`src/rtl/alu_nibble_sequencer.sv`:
```
// Runs WIDTH-bit ALU operations nibble-serially through one shared 4-bit slice,
// least significant nibble first, and returns the result on a held response port.
module alu_nibble_sequencer #(
  parameter  int WIDTH = 16,
  localparam int NIB   = WIDTH / 4
) (
  input  logic             clk,
  input  logic             rst,
  input  logic             req_valid,
  output logic             req_ready,
  input  logic [2:0]       req_op,
  input  logic [WIDTH-1:0] req_a,
  input  logic [WIDTH-1:0] req_b,
  output logic             rsp_valid,
  input  logic             rsp_ready,
  output logic [WIDTH-1:0] rsp_f,
  output logic             rsp_cout,
  output logic             rsp_zero,
  output logic [3:0]       alu_a,
  output logic [3:0]       alu_b,
  output logic [2:0]       alu_s,
  output logic             alu_cin,
  input  logic [3:0]       alu_f,
  input  logic             alu_cout
);

  localparam int IDX_W = $clog2(NIB);
  localparam logic [IDX_W-1:0] LAST_IDX = IDX_W'(NIB - 1);

  typedef enum logic [1:0] {IDLE, EXEC, DONE} state_t;

  state_t           state_reg, state_next;
  logic [IDX_W-1:0] idx_reg, idx_next;
  logic             carry_reg, carry_next;
  logic [WIDTH-1:0] result_reg, result_next;
  logic [2:0]       op_reg, op_next;
  logic [WIDTH-1:0] a_reg, a_next;
  logic [WIDTH-1:0] b_reg, b_next;

  logic [3:0] a_nib [NIB];
  logic [3:0] b_nib [NIB];
  logic       accept;
  logic       in_exec;
  logic       op_arith;

  assign accept   = (state_reg == IDLE) && req_valid;
  assign in_exec  = (state_reg == EXEC);
  // Ops 001/010/011 are the only ones whose carry means anything.
  assign op_arith = (op_reg != 3'b000) && !op_reg[2];

  // Per-nibble views of the operands and per-nibble result write-back.
  generate
    for (genvar gi = 0; gi < NIB; gi++) begin : g_nib
      assign a_nib[gi] = a_reg[4*gi +: 4];
      assign b_nib[gi] = b_reg[4*gi +: 4];
      assign result_next[4*gi +: 4] = (in_exec && idx_reg == IDX_W'(gi))
                                      ? alu_f : result_reg[4*gi +: 4];
    end
  endgenerate

  always_comb begin
    state_next = state_reg;
    idx_next   = idx_reg;
    carry_next = carry_reg;
    op_next    = op_reg;
    a_next     = a_reg;
    b_next     = b_reg;
    case (state_reg)
      IDLE: begin
        if (accept) begin
          a_next     = req_a;
          b_next     = req_b;
          op_next    = req_op;
          idx_next   = '0;
          // Subtracts are A + ~B + 1 (or B + ~A + 1), so seed the carry with 1.
          carry_next = (req_op == 3'b001) || (req_op == 3'b010);
          state_next = EXEC;
        end
      end
      EXEC: begin
        carry_next = alu_cout;
        if (idx_reg == LAST_IDX) begin
          idx_next   = '0;
          state_next = DONE;
        end else begin
          idx_next = idx_reg + 1'b1;
        end
      end
      DONE: begin
        if (rsp_ready) state_next = IDLE;
      end
      default: state_next = IDLE;
    endcase
  end

  always_ff @(posedge clk) begin
    if (rst) begin
      state_reg  <= IDLE;
      idx_reg    <= '0;
      carry_reg  <= 1'b0;
      result_reg <= '0;
      op_reg     <= 3'b000;
      a_reg      <= '0;
      b_reg      <= '0;
    end else begin
      state_reg  <= state_next;
      idx_reg    <= idx_next;
      carry_reg  <= carry_next;
      result_reg <= result_next;
      op_reg     <= op_next;
      a_reg      <= a_next;
      b_reg      <= b_next;
    end
  end

  always_comb begin
    req_ready = (state_reg == IDLE);
    rsp_valid = (state_reg == DONE);
    rsp_f     = result_reg;
    rsp_zero  = (result_reg == '0);
    rsp_cout  = (state_reg == DONE) && op_arith && carry_reg;
    alu_s     = op_reg;
    alu_a     = in_exec ? a_nib[idx_reg] : 4'h0;
    alu_b     = in_exec ? b_nib[idx_reg] : 4'h0;
    alu_cin   = in_exec ? carry_reg : 1'b0;
  end

endmodule
```
`config.mk`:
```
export PLATFORM = sky130hd
export DESIGN_NAME = alu_nibble_sequencer
export DESIGN_NICKNAME = d
export VERILOG_FILES = /design/src/rtl/alu_nibble_sequencer.sv
export SDC_FILE = /design/constraint.sdc
export NUM_CORES = 1
export LEC_CHECK = 0
export CORE_ASPECT_RATIO = 1.1
export CORE_MARGIN = 2
export CORE_UTILIZATION = 49
export CTS_BUF_LIST = sky130_fd_sc_hd__clkbuf_16
export DETAILED_ROUTE_END_ITERATION = 8
export GPL_TIMING_DRIVEN = 0
export PLACE_DENSITY = 0.93
export SLEW_MARGIN = 0
export SYNTH_ARGS = -nofsm -noshare
export SYNTH_HDL_FRONTEND = slang
export SYNTH_SLANG_ARGS = --single-unit
```
`constraint.sdc`:
```
create_clock -name clk -period 2.94 [get_ports clk]
set_input_delay 0.294 -clock clk [delete_from_list [all_inputs] [get_ports clk]]
set_output_delay 0.294 -clock clk [all_outputs]
set_load 0.02 [all_outputs]
```
==> flow_summary.ini <==
[setup_path]
worst_setup_path_start_kind = flop
critPathKind = flop to primary output
cp-end-kind = primary output
arrival_ps = 2300
critPathMaxFanout = 10
required_ps = 2650

[global_routing]
track_usage_pct = 24.2
antenna_found_initial = 0
grt_pass1_vias = 2345
grt_max_degree = 18
grt_pass1_wl_um = 10400
grt_overflow = 0

[placed_design]
gp_congestion = 0.786
hpwl_um = 4460
io_buffers = 74

[drt]
drt_iter0_markers = 153
viasPerCell = 5.41
vias = 2279
drt-wirelength-per-cell_um = 15.0
first_pass_iters = 5
drcViolationCount = 0
antenna_left = 0
routed_wl_um = 6310

[synthesis]
yosysSeqAreaShare_pct = 47.2
synth-edff-count = 0
synthesis.nets = 331
synthCells = 283
syn_area_per_cell_um2 = 8.39
yosys_warnings = 0
synth-seq-cells = 56
syn-cell-area_mm2 = 0.00237
synthFlopType = dfxtp_1
synthDistinctLibCells = 26
ys_async_sr_fraction_pct = 0

[sta]
relSlewSlack_pct = 61.2
rsz0062_at_grt = false
tns_ps = 0
hold_viol_final = 0
finalCritPeriodShare_pct = 88.1
fmax_ghz = 0.386
worstMarginPinSlew_ps = 580
skew_ps = 5.95
maxSlewViolCount = 0
period_needed_ps = 2590
setup_viol = 0

[cts]
post_cts_buffers = 0
clock_path_buffers = 2
cts_root_buffer = clkbuf_16
ctsHoldBuffers = 0
numCtsBuffers = 5
cts.reportedPaths.clkPinSlew_ps = 70
cts_resized = 0
cts_max_level = 2
cts.sinks = 56
cts_tree = built
clock_latency_ps = 300

[pwr]
p_leak_nw = 1.19
p_int_mw = 1.34
clkPwrFrac_pct = 38.0
p_sw_share_pct = 24.6
p_seq_share_pct = 46.2
combPwrFrac_pct = 15.8
power_density_mw_per_mm2 = 528
p_sw_uw = 435
vdd_drop_max_mv = 0.335

[cells_and_area]
nets = 412
diodes = 0
drive_gt1_share_pct = 6.30
areaGrowthSynthToFinish_pct = 41.2
final_cell_mix = nand2_1, clkdlybuf4s50_1, dfxtp_1
final_common_cell = nand2_1
finalCoreUtilization_pct = 72.1

[floorplanning]
rows = 26
fp.dieH_um = 77.0
die_area_mm2 = 0.00542
start_util_pct = 51.0
die_x_um = 70.4
core_area_mm2 = 0.00465
io_pins = 76

[worst_hold_path]
worstHoldPathType = input port to flop

[status]
status = finished clean

[job]
maxCapViolations = 0
-- synthesized netlist by cell type, types with 3 or more instances --
| master | n | area share [%] |
|---|---|---|
| nor4_1 | 4 | 1.1 |
| buf_2 | 3 | 0.63 |
| nand2_1 | 87 | 14 |
| nor2_1 | 4 | 0.63 |
| mux4_2 | 8 | 7.6 |
| nand3_1 | 16 | 3.4 |
| dfxtp_1 | 56 | 47 |
| and2_1 | 9 | 2.4 |
| ha_1 | 4 | 2.1 |
| a21oi_1 | 55 | 12 |
| clkbuf_1 | 13 | 2.1 |
| nand3b_1 | 4 | 1.3 |
-- critical path, stage by stage, from the launching register on --
cell             delay [ps]
dfxtp_1                 400
buf_2                   330
mux4_2                  540
and2_1                  190
clkdlybuf4s50_1         530
-- final cells by class --
cell class                      count  area [um2]
Inverter                            2        7.51
Buffer                             20        97.6
Tap cell                           56        70.1
Fill cell                         361        1300
Clock inverter                      3        42.5
Sequential cell                    56        1120
Multi-Input combinational cell    205        1150
Timing Repair Buffer               74         741
Clock buffer                        5         125
-- final timing paths --
path	start	end	slack (ps)	cells past startpoint
max	idx_reg[0]	alu_b[2]	350	4
min	rst	b_reg[0]	400	2
max reg2reg	idx_reg[1]	rsp_f[6]	1170	6
min reg2reg	b_reg[14]	b_reg[14]	450	2
-- cells by family after synthesis --
group / count (synthesis) / synth area share (%)
xor+xnor: 1 / 0.369
compound gates: 58 / 12.5
buf+inv: 22 / 4.43
fa+ha+maj: 4 / 2.11
simple gates: 134 / 25.7
flops: 56 / 47.2
mux: 8 / 7.59
-- through the flow --
| step | setup WS [ps] | hold WS (ps) | std cells | power, mW | instance area, um2 |
|---|---|---|---|---|---|
| floorplan | 1040 | 430 | 283 | 0.978 | 2370 |
| finish | 350 | 396 | 421 | 1.77 | 3350 |
| global placement | 680 | 440 | 413 | 1.10 | 3180 |
| global route | 237 | 450 | 421 | 1.82 | 3350 |
| CTS | 334 | 391 | 421 | 1.77 | 3350 |
| detailed placement | 669 | 446 | 413 | 1.11 | 3180 |
-- power by group through the flow --
stage	clock network, mW	registers [mW]	logic (mW)
3_5_place_dp	0	0.835	0.275
6_report	0.673	0.818	0.279
3_3_place_gp	0	0.833	0.268
5_1_grt	0.697	0.822	0.302
4_1_cts	0.675	0.818	0.279
2_1_floorplan	0	0.838	0.140
-- layer usage --
metal | vias up | track usage [%] | routed length [um]
li1 | 1120 | - | -
met1 | 1050 | 27.1 | 2470
met2 | 88 | 42.5 | 3290
met3 | 21 | 5.26 | 348
met4 | 0 | 12.7 | 195
met5 | - | 0 | 0
No activity file was read; power rests on OpenSTA's default activity.
